<file path="src/rtl/serial_subtractor_if.sv">
// Operand and result handshake bundle for serial_subtractor.
// The master side drives operands and out_ready; the slave side is the subtractor.
interface serial_subtractor_if #(
    parameter int C_WIDTH = 32
);
    logic               in_valid;
    logic               in_ready;
    logic [C_WIDTH-1:0] a;
    logic [C_WIDTH-1:0] b;
    logic               out_valid;
    logic               out_ready;
    logic [C_WIDTH-1:0] diff;
    logic               borrow;
    logic               ovf;

    modport master (
        output in_valid, a, b, out_ready,
        input  in_ready, out_valid, diff, borrow, ovf
    );

    modport slave (
        input  in_valid, a, b, out_ready,
        output in_ready, out_valid, diff, borrow, ovf
    );
endinterface

</file>
<file path="src/rtl/serial_subtractor.sv">
// Digit-serial subtractor: a - b computed as a + ~b + 1, one C_DIGIT-bit digit per
// clock, least-significant digit first, with the carry held in a register between digits.
module serial_subtractor #(
    parameter int C_WIDTH = 32,
    parameter int C_DIGIT = 4
) (
    input logic                clk,
    input logic                rst_n,
    serial_subtractor_if.slave bus
);
    localparam int N = C_WIDTH / C_DIGIT;
    localparam int CNT_W = (N > 1) ? $clog2(N) : 1;
    localparam logic [CNT_W-1:0] LAST = CNT_W'(N - 1);

    typedef enum logic [1:0] {IDLE, RUN, DONE} state_t;

    state_t             state_q, state_d;
    logic [C_WIDTH-1:0] a_q, b_q, diff_q;
    logic               a_msb_q, b_msb_q;
    logic               carry_q, borrow_q, ovf_q;
    logic [CNT_W-1:0]   cnt_q;
    logic [C_DIGIT:0]   dsum;
    logic               last;

    // Single digit-wide adder; the top bit is the carry-out into the next digit.
    function automatic logic [C_DIGIT:0] digit_add(
        input logic [C_DIGIT-1:0] x,
        input logic [C_DIGIT-1:0] y_n,
        input logic               cin
    );
        digit_add = {1'b0, x} + {1'b0, y_n} + {{C_DIGIT{1'b0}}, cin};
    endfunction

    assign dsum = digit_add(a_q[C_DIGIT-1:0], ~b_q[C_DIGIT-1:0], carry_q);
    assign last = (cnt_q == LAST);

    always_comb begin
        state_d = state_q;
        unique case (state_q)
            IDLE:    if (bus.in_valid)  state_d = RUN;
            RUN:     if (last)          state_d = DONE;
            DONE:    if (bus.out_ready) state_d = IDLE;
            default:                    state_d = IDLE;
        endcase
    end

    always_ff @(posedge clk) begin
        if (!rst_n) begin
            state_q  <= IDLE;
            a_q      <= '0;
            b_q      <= '0;
            a_msb_q  <= 1'b0;
            b_msb_q  <= 1'b0;
            cnt_q    <= '0;
            carry_q  <= 1'b1;
            diff_q   <= '0;
            borrow_q <= 1'b0;
            ovf_q    <= 1'b0;
        end else begin
            state_q <= state_d;
            case (state_q)
                IDLE: begin
                    if (bus.in_valid) begin
                        a_q     <= bus.a;
                        b_q     <= bus.b;
                        a_msb_q <= bus.a[C_WIDTH-1];
                        b_msb_q <= bus.b[C_WIDTH-1];
                        cnt_q   <= '0;
                        carry_q <= 1'b1;
                    end
                end
                RUN: begin
                    // Operands shift down so the active digit always sits at bit 0.
                    diff_q[int'(cnt_q)*C_DIGIT +: C_DIGIT] <= dsum[C_DIGIT-1:0];
                    a_q     <= a_q >> C_DIGIT;
                    b_q     <= b_q >> C_DIGIT;
                    carry_q <= dsum[C_DIGIT];
                    cnt_q   <= cnt_q + 1'b1;
                    if (last) begin
                        borrow_q <= ~dsum[C_DIGIT];
                        ovf_q    <= (a_msb_q != b_msb_q) && (dsum[C_DIGIT-1] != a_msb_q);
                    end
                end
                default: ;
            endcase
        end
    end

    assign bus.in_ready  = (state_q == IDLE);
    assign bus.out_valid = (state_q == DONE);
    assign bus.diff      = diff_q;
    assign bus.borrow    = borrow_q;
    assign bus.ovf       = ovf_q;
endmodule

</file>
<file path="src/flat_wrapper.sv">
// flat-port wrapper written by rule: the top's interface ports become plain ports
module serial_subtractor_flat 
#(
    parameter int C_WIDTH = 32,
    parameter int C_DIGIT = 4
)
  (clk, rst_n, bus_in_valid, bus_a, bus_b, bus_out_ready, bus_in_ready, bus_out_valid, bus_diff, bus_borrow, bus_ovf);
  serial_subtractor_if #(.C_WIDTH(C_WIDTH)) bus_i ();
  input logic clk;
  input logic rst_n;
  input wire logic [$bits(bus_i.in_valid)-1:0] bus_in_valid;
  input wire logic [$bits(bus_i.a)-1:0] bus_a;
  input wire logic [$bits(bus_i.b)-1:0] bus_b;
  input wire logic [$bits(bus_i.out_ready)-1:0] bus_out_ready;
  output wire logic [$bits(bus_i.in_ready)-1:0] bus_in_ready;
  output wire logic [$bits(bus_i.out_valid)-1:0] bus_out_valid;
  output wire logic [$bits(bus_i.diff)-1:0] bus_diff;
  output wire logic [$bits(bus_i.borrow)-1:0] bus_borrow;
  output wire logic [$bits(bus_i.ovf)-1:0] bus_ovf;
  assign bus_i.in_valid = bus_in_valid;
  assign bus_i.a = bus_a;
  assign bus_i.b = bus_b;
  assign bus_i.out_ready = bus_out_ready;
  assign bus_in_ready = bus_i.in_ready;
  assign bus_out_valid = bus_i.out_valid;
  assign bus_diff = bus_i.diff;
  assign bus_borrow = bus_i.borrow;
  assign bus_ovf = bus_i.ovf;
  serial_subtractor #(.C_WIDTH(C_WIDTH), .C_DIGIT(C_DIGIT)) u_core (.clk(clk), .rst_n(rst_n), .bus(bus_i));
endmodule
</file>
<file path="config.mk">
export PLATFORM = sky130hd
export DESIGN_NAME = serial_subtractor_flat
export DESIGN_NICKNAME = d
export VERILOG_FILES = /design/src/rtl/serial_subtractor_if.sv /design/src/rtl/serial_subtractor.sv /design/src/flat_wrapper.sv
export SDC_FILE = /design/constraint.sdc
export NUM_CORES = 1
export LEC_CHECK = 0
export BUFFER_PORTS_ARGS = -buffer_cell sky130_fd_sc_hd__buf_2
export CAP_MARGIN = 40
export CORE_AREA = 4 4 106 108
export DETAILED_ROUTE_END_ITERATION = 16
export DIE_AREA = 0 0 110 112
export MAX_ROUTING_LAYER = met4
export PLACE_DENSITY = 0.67
export SETUP_SLACK_MARGIN = 0.2
export SYNTH_ARGS = -nofsm -noshare
export SYNTH_HDL_FRONTEND = slang
export SYNTH_SLANG_ARGS = --single-unit
</file>
<file path="constraint.sdc">
create_clock -name clk -period 3 [get_ports clk]
set_input_delay 0.15 -clock clk [delete_from_list [all_inputs] [get_ports clk]]
set_output_delay 0.15 -clock clk [all_outputs]
set_load 0.02 [all_outputs]
</file>
After elaboration in Yosys (flattened, before gate mapping)
Cells that the tools add are included.

Flip-flop bits (word level): 106. Output and inout port bits: 36.

Add/sub/neg operators: 4. Equality and inequality tests: 8. Shift operators: 2. Multiplexer cells: 13. Bitwise operators: 2. Reductions and logical operators: 7.

Operator list (number): 32-bit case mux with 2 select lines (2); 32-bit 2-to-1 mux (2); 5-bit negation with 33-bit output (1); 4-bit by 33-bit variable shift with 32-bit output (first input constant) (1); 4-bit by 33-bit indexed part select with 32-bit output (1); 32-bit bitwise mux (1); 2-bit 2-to-1 mux (3); 2-bit case mux with 3 select lines (1); 3-bit case mux with 2 select lines (1); 2-bit AND reduction (3); 4-bit by 4-bit adder with 5-bit output (1); 5-bit by 1-bit adder with 5-bit output (1); 2-bit != test (second input constant) (2); 4-bit NOT (1); 3-bit by 1-bit adder with 3-bit output (second input constant) (1); 3-bit equality test (second input constant) (1); 3-bit 2-to-1 mux (1); 3-bit AND reduction (1); 2-bit by 1-bit equality test with 1-bit output (second input constant) (1); 2-bit equality test (second input constant) (1); 2-bit logical NOT (1); 1-bit != test (2); 2-bit by 1-bit != test with 1-bit output (second input constant) (1); 1-bit case mux with 2 select lines (1); other kinds (4) (4).

Longest topological paths before layout
Gate-level depths: netlist (run 1).

Depth in word-level cells: 5. Gate-level depth with buffers: 8. Gate-level depth less buffers: 7.

Worst setup path after synthesis (run 1)
No wires, ideal clock.

Path kind: reg2reg. Start: register u_core.cnt_q[0]. End: register u_core.diff_q[24] (netlist: u_core.bus.diff[24]). Setup time: 0.128 ns. Arrival time: 2.041 ns. Required time: 2.872 ns. Path slack: 0.832 ns. Cell stages (with the launch flop): 9. Clock period less this slack: 2.168 ns. Cells stage by stage: dfxtp_1 -> buf_2 -> inv_1 -> ha_1 -> ha_1 -> or4b_4 -> nor3_4 -> mux2i_1 -> nor2_1.

Word-level cells in the longest chain between the ends: 3.

RTL lines: start, declared (RTL line serial_subtractor.sv:21) `logic [CNT_W-1:0] cnt_q;`; start signal, assigned (RTL line serial_subtractor.sv:78) `cnt_q <= cnt_q + 1'b1;`; 5-bit negation with 33-bit output (*) (RTL line serial_subtractor.sv:74) `diff_q[int'(cnt_q)*C_DIGIT +: C_DIGIT] <= dsum[C_DIGIT-1:0];`; 4-bit by 33-bit indexed part select with 32-bit output or 4-bit by 33-bit variable shift with 32-bit output (tied branches) (RTL line serial_subtractor.sv:74); 32-bit bitwise mux (*) (RTL line serial_subtractor.sv:74); end signal, assigned by index (RTL line serial_subtractor.sv:74); end, declared (RTL line serial_subtractor.sv:18) `logic [C_WIDTH-1:0] a_q, b_q, diff_q;`.

Mark *: on every way between the ends. The rest lies on a longest branch, timed or not. A chain may end at the register's enable or synchronous reset.

Worst setup path in the final report (run 1)
Start: register u_core.cnt_q[0]. End: register u_core.diff_q[9] (netlist: u_core.bus.diff[9]).

The elaborated chain is that of the path after synthesis.

==> results of run 1 <==
## kinds of logic after synthesis
group / Yosys count / synth area share
AO/OA/AOI/OAI: 96 / 0.162
adder cells (fa/ha/maj): 9 / 0.0283
XOR/XNOR: 1 / 0.00194
buffers and inverters: 53 / 0.0461
flip-flops: 106 / 0.471
multiplexers: 14 / 0.0311
AND/OR/NAND/NOR: 274 / 0.260
## worst max-delay path, cell delays in order (launching register included)
cell	delay [ps]
dfxtp_1	510
inv_1	90
ha_1	220
ha_1	290
or4b_4	570
nor3_4	320
mux2i_1	240
nor2_1	60
## layout by cell type, fill, tap and decap left out, types with 3 or more instances in the layout
cell type	instances
nand2b_1	3
a311oi_1	56
nand3_1	11
o22ai_1	7
nor3_1	5
buf_2	103
inv_1	10
nand2_1	137
ha_1	7
nor2b_1	4
a21oi_1	16
dfxtp_1	106
nor2_1	94
nor3_4	3
nand3b_1	3
mux2i_1	14
clkbuf_8	9
a211oi_1	10
buf_4	5
o21ai_0	4
## state kept, by name, indices dropped and copies added, names as in the netlist
register           flops
u_core.carry_q         1
u_core.a_q            32
u_core.bus.ovf         1
u_core.b_msb_q         1
u_core.b_q            32
u_core.state_q         2
u_core.bus.diff       32
u_core.bus.borrow      1
u_core.cnt_q           3
u_core.a_msb_q         1
## per-stage QoR
| stage | hold slack (ps) | std cells |
|---|---|---|
| 2_1_floorplan | 286 | 553 |
| 3_3_place_gp | 394 | 757 |
| 3_5_place_dp | 399 | 757 |
| 4_1_cts | 6.15 | 773 |
| 5_1_grt | 4.46 | 773 |
| 6_report | 16.8 | 773 |
## metal layers
| metal | vias to the layer above | GRT usage | routed length [microns] | part of all wire |
|---|---|---|---|---|
| met5 | - | - | 0 | 0 |
| met4 | 0 | 0.0399 | 111 | 0.0099 |
| met3 | 13 | 0.0383 | 601 | 0.054 |
| met2 | 102 | 0.295 | 5380 | 0.48 |
| met1 | 1901 | 0.253 | 5130 | 0.46 |
| li1 | 2077 | - | - | - |
## cell type report
type	count	area (sq um)	share of cell area
timing repair buffer	110	593	0.112
clock inverter	7	58.8	0.0111
clock buffer	9	124	0.0234
sequential	106	2120	0.400
multi-input combinational	394	2190	0.414
tap	136	170	0.0321
inverter	11	41.3	0.00778
## power by group
| group | internal, mW | switching, mW |
|---|---|---|
| clock | 0.316 | 0.517 |
| sequential | 1.50 | 0.0565 |
| combinational | 0.183 | 0.302 |
| total | 2.00 | 0.875 |
## path summary, 6_finish.rpt
path	end	slack [ps]	depth (start not counted)
setup / recovery	u_core.bus.diff[9]$_SDFFE_PN0P_	550	7
hold / removal	u_core.a_q[28]$_SDFFE_PN0P_	20	3
setup reg to reg	u_core.bus.diff[9]$_SDFFE_PN0P_	550	7
hold reg to reg	u_core.b_q[31]$_SDFFE_PN0P_	470	2
==> impl_metrics.tcl, run 1 <==
set metrics [dict create \
    cts_resized 0 \
    final_nets 709 \
    final.setup.worst_slack_ps 547 \
    grt_max_degree 77 \
    yosys.area.top_type "dfxtp_1" \
    synthDistinctLibCells 36 \
    min_period_ps 2450 \
    vias 4093 \
    ant_nets 0 \
    place_area_sq_mm 0.00512 \
    ys_top_cells_by_area "dfxtp_1, nand2_1, a311oi_1" \
    drv_slew 0 \
    hold_class "in2reg" \
    h-tree-depth 3 \
    yosysTopAreaCellShare 0.471 \
    hp-start "bus_a[28]" \
    dp_slack_ps 607 \
    relSlewSlack 0.475 \
    path_clk_slew_ps 110 \
    cts_tree "yes" \
    crit_type "reg2reg" \
    synth-seq-cells 106 \
    syn_inst 553 \
    drt_iter0_drc 222 \
    async_reset_ff_frac 0 \
    start_kind "flop" \
    cts_buffer_depth 2 \
    clock-sinks 106 \
    post_drt_wl_per_cell_microns 14.5 \
    fmax_mhz 408 \
    cts_setup_buffers 0 \
    area_growth_pct 17.6 \
    initial_core_util 0.441 \
    syn_area_sq_mm 0.00451 \
    fill_cells 989 \
    clk_latency_ps 370 \
    synth.most_common_cell "nand2_1" \
    critPathCaptureType "flop" \
    leakage_nw 2.22 \
    clockRootBuffer "clkbuf_8" \
    core_area_sq_mm 0.0102 \
    fin_worst_skew_ps 12.6 \
    overflow 0 \
    rsz0062_at_grt "false" \
    die_h_microns 112 \
    synth_ff_type "dfxtp_1" \
    ctsHoldBuffers 0 \
    status "finished, final reports clean" \
    portBuffers 103 \
    ys_warn_count 0 \
    final.setup.tns_ps 0 \
    worst-path-max-fanout 10 \
    reg2reg_from "u_core.cnt_q[0]$_SDFFE_PN0P_" \
    grt_util_all_layers 0.189 \
    synth-edff-count 0 \
    cellPowerDensity_mw_per_mm2 542 \
    finalHoldViolations 0 \
    dpl.hpwl_microns 7860 \
    post-route-period-util 0.818 \
    finalInstanceArea_sq_mm 0.00530 \
    p_total_mw 2.87 \
    avgSynthCellArea_sq_um 8.15 \
    row_count 37 \
    remaining_drc_errors 0 \
    grt_pass1_wl_microns 18400 \
    utilization 0.518 \
    arrival_ps 2680 \
    wl_microns 11200 \
    worst_pin_slew_ps 786 \
    crit_start "u_core.cnt_q[0]$_SDFFE_PN0P_" \
    fp.dieW_microns 110 \
    yosysSeqAreaShare 0.471 \
    first_pass_iters 4 \
    place.gp.congestion 0.843 \
    cp.required_ps 3220 \
    cts_buffers 9 \
    vias_per_cell 5.29 \
    synth_commonest_cells "nand2_1, dfxtp_1, nor2_1, a311oi_1, clkbuf_1" \
    antenna_found_initial 0 \
    die_area_sq_mm 0.0123 \
    drive_gt1_frac 0.214 \
    ios 104 \
    antenna_cells 0 \
    peakVddDrop_mv 0.307 \
    maxCapViolCount 0 \
    setup_viol_count_final 0 \
    grt_pass1_vias 3901 \
    syn_nets 630 \
]
No activity file was read; power rests on OpenSTA's default activity.
==> inputs of run 2 (changes only) <==
--- a/config.mk
+++ b/config.mk
@@ -11,7 +11,7 @@
 export DETAILED_ROUTE_END_ITERATION = 16
 export DIE_AREA = 0 0 110 112
 export MAX_ROUTING_LAYER = met4
-export PLACE_DENSITY = 0.67
+export PLACE_DENSITY = 0.7
 export SETUP_SLACK_MARGIN = 0.2
 export SYNTH_ARGS = -nofsm -noshare
 export SYNTH_HDL_FRONTEND = slang
==> constraint.sdc (replaced) <==
create_clock -name clk -period 2.25 [get_ports clk]
set_input_delay 0.1125 -clock clk [delete_from_list [all_inputs] [get_ports clk]]
set_output_delay 0.1125 -clock clk [all_outputs]
set_load 0.02 [all_outputs]
==> run 2 against run 1 <==
  * Utilization up 7.6 points
  * Clock power grew 72%
  * Worst hold slack worse by 8.8 ps
  * Critical endpoint unchanged
  * Design area increased by 15%
  * Sequential cell count stayed put
  * Die area unchanged
  * First-iteration DRC count grew 44%
  * Cell count up 7.9%
  * Sequential power increased by 33%
  * Highest routed layer unchanged
  * Global-route usage is 1.7 points higher
==> impl_metrics.tcl, run 2 (synthesized netlist as in run 1, its figures left out) <==
set metrics [dict create \
    initial_core_util 0.441 \
    setup_viol_count_final 0 \
    regToRegSetupSlack_ps 270 \
    h-tree-depth 3 \
    hold_path_end "u_core.a_q[7]$_SDFFE_PN0P_" \
    start_kind "flop" \
    cpMostUsedCell "ha_4" \
    critPathSlowestCell "or4b_4" \
    p_total_mw 4.30 \
    crit_type "reg2reg" \
    clk_latency_ps 370 \
    cts_buffer_depth 2 \
    drt_iter0_drc 320 \
    vias_per_cell 5.24 \
    clockRootBuffer "clkbuf_8" \
    reg2reg_from "u_core.cnt_q[1]$_SDFFE_PN0P_" \
    relSlewSlack 0.638 \
    rsz0062_at_grt "true" \
    critPathCaptureType "flop" \
    leakage_nw 2.53 \
    antenna_found_initial 0 \
    peakVddDrop_mv 0.332 \
    grt_pass1_vias 4136 \
    cts_buffers 9 \
    grt_util_all_layers 0.206 \
    arrival_ps 2230 \
    hp-start "bus_a[7]" \
    portBuffers 103 \
    dpl.hpwl_microns 7940 \
    crit_chain "inv_2 -> ha_4 -> ha_4 -> or4b_4 -> nor3_4 -> mux2i_1 -> nor2_1" \
    remaining_drc_errors 0 \
    vias 4370 \
    core_area_sq_mm 0.0102 \
    final_common_cell "nand2_1" \
    drive_gt1_frac 0.234 \
    path_delay_family "simple AND/OR/NAND/NOR gates" \
    worst_pin_slew_ps 541 \
    r2r.worst_path.cells 7 \
    first_pass_iters 4 \
    cellPowerDensity_mw_per_mm2 707 \
    fin_worst_skew_ps 11.5 \
    critPathBufInv 1 \
    multi_input_area_sq_mm 0.00229 \
    worst-path-max-fanout 5 \
    area_growth_pct 34.9 \
    ant_nets 0 \
    row_count 37 \
    crit_start "u_core.cnt_q[1]$_SDFFE_PN0P_" \
    most-common-layout-cells "nand2_1, buf_2, dfxtp_1, nor2_1, a311oi_1" \
    overflow 0 \
    ios 104 \
    fill_cells 905 \
    post-route-period-util 0.878 \
    timing.rr.end "u_core.bus.diff[9]$_SDFFE_PN0P_" \
    grt_max_degree 83 \
    clock-sinks 106 \
    fmax_mhz 506 \
    maxCapViolCount 0 \
    hold_class "in2reg" \
    finalHoldViolations 0 \
    grt_pass1_wl_microns 19800 \
    critPathMaxStageDelay_ps 570 \
    min_period_ps 1980 \
    utilization 0.595 \
    final.setup.worst_slack_ps 275 \
    path_clk_slew_ps 100 \
    status "finished, final reports clean" \
    fp.dieW_microns 110 \
    die_h_microns 112 \
    die_area_sq_mm 0.0123 \
    hold_depth 3 \
    place.gp.congestion 0.805 \
    cts_tree "yes" \
    post_drt_wl_per_cell_microns 14.6 \
    area.sequential_sq_mm 0.00213 \
    dp_slack_ps 140 \
    cp.required_ps 2500 \
    final.setup.tns_ps 0 \
    wl_microns 12200 \
    antenna_cells 0 \
    drv_slew 0 \
    final_nets 770 \
]
[run 2: worst reg2reg max path, stage by stage, from the launching register on]
cell,delay [ps]
dfxtp_2,360
inv_2,50
ha_4,150
ha_4,160
or4b_4,570
nor3_4,270
mux2i_1,250
nor2_1,50
[run 2: where the power goes]
part	switching, mW	internal (mW)	leakage, nW
sequential	0.0771	2.00	0.869
clock	0.633	0.796	0.129
combinational	0.440	0.354	1.54
[run 2: routing by layer]
metal,share of wire,GRT usage,routed length (microns),up-vias
li1,-,-,-,2194
met1,0.43,0.257,5280,2026
met2,0.50,0.329,6050,130
met3,0.052,0.0354,637,20
met4,0.017,0.0781,212,0
met5,0,-,0,-
[run 2: per-stage QoR]
step           hold WS, ps  std cells  area (sq um)
2_1_floorplan          249        553          4520
3_3_place_gp           354        762          5190
3_5_place_dp           358        762          5190
4_1_cts              0.211        832          5990
5_1_grt               13.8        834          6080
6_report              8.07        834          6080
[run 2: timing repair]
item	CTS	global route
setup endpoints to repair	13	27
hold buffers	51	0
endpoints found under the hold margin	52	0
resized for setup	4	18
setup buffers	3	2
pin swaps	3	8
[run 2: final cells by class]
type / instances / area share
multi-input cells: 394 / 0.377
flip-flops and latches: 106 / 0.350
repair buffers: 171 / 0.198
well taps: 136 / 0.0280
clock buffers: 11 / 0.0249
clock inverters: 5 / 0.0165
inverters: 11 / 0.00679
[run 2: how the worst max path moves through the flow]
stage | endpoint | slack (ps) | cells after the start
6_report | u_core.bus.diff[9]$_SDFFE_PN0P_ | 270 | 7
5_1_grt | u_core.bus.diff[18]$_SDFFE_PN0P_ | 200 | 7
4_1_cts | u_core.bus.diff[9]$_SDFFE_PN0P_ | 190 | 7
3_5_place_dp | u_core.bus.diff[10]$_SDFFE_PN0P_ | 140 | 7
3_3_place_gp | u_core.bus.diff[8]$_SDFFE_PN0P_ | 220 | 7
2_1_floorplan | u_core.bus.diff[24]$_SDFFE_PN0P_ | 200 | 8
==> inputs of run 3 (changes only) <==
--- a/config.mk
+++ b/config.mk
@@ -5,13 +5,14 @@
 export SDC_FILE = /design/constraint.sdc
 export NUM_CORES = 1
 export LEC_CHECK = 0
-export BUFFER_PORTS_ARGS = -buffer_cell sky130_fd_sc_hd__buf_2
 export CAP_MARGIN = 40
 export CORE_AREA = 4 4 106 108
 export DETAILED_ROUTE_END_ITERATION = 16
 export DIE_AREA = 0 0 110 112
+export DONT_BUFFER_PORTS = 1
+export GPL_ROUTABILITY_DRIVEN = 0
 export MAX_ROUTING_LAYER = met4
-export PLACE_DENSITY = 0.7
+export RECOVER_POWER = 50
 export SETUP_SLACK_MARGIN = 0.2
 export SYNTH_ARGS = -nofsm -noshare
 export SYNTH_HDL_FRONTEND = slang
==> run 3 against run 2 <==
  * Total power is 5.7% lower
  * Clock skew is 2.2 ps higher
  * Sequential cell count is the same
  * Setup slack worse by 9.8 ps
  * Register-to-register slack barely moved
  * Clock power fell by 13%
  * Cell count down 10%
  * Clock-buffer cell count up 1
==> impl_metrics.tcl, run 3 (synthesized netlist as in run 1, its figures left out) <==
set metrics [dict create \
    fill_cells 940 \
    initial_core_util 0.441 \
    row_count 37 \
    final_common_cell "nand2_1" \
    fp.dieW_microns 110 \
    combPwrFrac 0.180 \
    die_area_sq_mm 0.0123 \
    relSlewSlack 0.507 \
    area_growth_pct 24.7 \
    antenna_cells 0 \
    final.setup.tns_ps 0 \
    remaining_drc_errors 0 \
    cp.required_ps 2480 \
    grt_util_all_layers 0.196 \
    crit_type "reg2reg" \
    peakVddDrop_mv 0.349 \
    hold_class "in2reg" \
    path_delay_family "adder cells" \
    grt_pass1_vias 3813 \
    leakage_nw 2.12 \
    regToRegSetupSlack_ps 260 \
    path_clk_slew_ps 100 \
    clock-sinks 106 \
    power_frac_clock 0.306 \
    fin_worst_skew_ps 13.7 \
    vias_per_cell 5.37 \
    rsz0062_at_grt "true" \
    cts_tree "yes" \
    drt_iter0_drc 244 \
    clockRootBuffer "clkbuf_8" \
    cellPowerDensity_mw_per_mm2 721 \
    grt_pass1_wl_microns 18800 \
    final.setup.worst_slack_ps 265 \
    die_h_microns 112 \
    cts_buffers 9 \
    power.internal_mw 2.92 \
    overflow 0 \
    post_drt_wl_per_cell_microns 15.6 \
    critPathSlowestCell "fa_1" \
    setup_viol_count_final 0 \
    p_sw_mw 1.13 \
    ant_nets 0 \
    wl_microns 11700 \
    critPathBufInv 1 \
    drive_gt1_frac 0.0933 \
    maxCapViolCount 0 \
    drv_slew 0 \
    h-tree-depth 3 \
    worst-path-max-fanout 3 \
    dpl.hpwl_microns 7530 \
    arrival_ps 2220 \
    final_nets 683 \
    critPathCaptureType "flop" \
    start_kind "flop" \
    fmax_mhz 504 \
    worst_pin_slew_ps 739 \
    status "finished, final reports clean" \
    clk_latency_ps 370 \
    crit_chain "inv_2 -> fa_2 -> fa_1 -> xnor2_2 -> and2_1 -> mux2i_1 -> nor2_1" \
    portBuffers 0 \
    dp_slack_ps 124 \
    post-route-period-util 0.882 \
    antenna_found_initial 0 \
    first_pass_iters 4 \
    grt_max_degree 68 \
    core_area_sq_mm 0.0102 \
    ios 104 \
    min_period_ps 1990 \
    critPathMaxStageDelay_ps 490 \
    finalHoldViolations 0 \
    pwr-share-seq 0.514 \
    vias 4015 \
    worst_hold_slack_ps 187 \
    switching_share 0.280 \
    cts_buffer_depth 2 \
    most-common-layout-cells "nand2_1, dfxtp_1, nor2_1, dlygate4sd3_1, a311oi_1" \
]
[run 3: cell types whose count changed in the layout (fill, tap and decap cells not counted), moves of 2 or more]
| cell | delta |
|---|---|
| nor2_1 | +3 |
| dlygate4sd3_1 | +15 |
| inv_1 | -2 |
| bufinv_16 | -2 |
| nor2_4 | -2 |
| nor3_2 | +2 |
| buf_2 | -103 |
| inv_2 | +2 |
[run 3: routing by layer]
metal	routed length [microns]	up-vias	GRT usage
met3	616	16	0.0371
met5	0	-	-
met4	248	0	0.0756
met2	5490	108	0.297
li1	-	2009	-
met1	5310	1882	0.256
[run 3: final cells by class]
class	count	area [sq um]	area share
clock inverters	4	48.8	0.00868
well taps	136	170	0.0303
repair buffers	84	833	0.148
flip-flops and latches	106	2130	0.378
clock buffers	12	165	0.0294
multi-input cells	394	2240	0.398
inverters	11	41.3	0.00734
[run 3: worst paths after layout]
kind	endpoint	startpoint	depth (start not counted)
worst min register to register	u_core.b_q[31]$_SDFFE_PN0P_	u_core.b_q[31]$_SDFFE_PN0P_	2
worst max register to register	u_core.bus.diff[18]$_SDFFE_PN0P_	u_core.a_q[0]$_SDFFE_PN0P_	7
worst min-delay path	u_core.b_msb_q$_SDFFE_PN0P_	bus_in_valid	4
worst max-delay path	u_core.bus.diff[18]$_SDFFE_PN0P_	u_core.a_q[0]$_SDFFE_PN0P_	7
[run 3: worst min-delay path, cell delays in order]
cell     delay, ps
nand2_2         40
buf_12         190
nand2_1        100
a21oi_1         50
[run 3: stage by stage]
step | utilization | cell area [sq um] | power (mW) | std cells
final | 0.550 | 5620 | 4.05 | 747
after global routing | 0.550 | 5620 | 4.27 | 747
after CTS | 0.547 | 5600 | 4.08 | 744
after detailed placement | 0.457 | 4680 | 2.73 | 659
after global placement | 0.457 | 4680 | 2.72 | 659
after floorplan | - | 4520 | 2.56 | 553
[run 3: power by group through the flow]
stage	registers, mW	clock network, mW	logic (mW)
after floorplan	2.10	0	0.453
after CTS	2.08	1.28	0.718
after global routing	2.10	1.35	0.816
final	2.08	1.24	0.730
after detailed placement	2.12	0	0.605
after global placement	2.12	0	0.592
[run 3: what timing repair did]
action | CTS | global route
endpoints found under the hold margin | 77 | 0
pin swaps | 3 | 4
buffers inserted | 3 | 3
gates resized for setup | 6 | 9
hold buffers | 66 | 0
endpoints found under the setup margin | 15 | 13
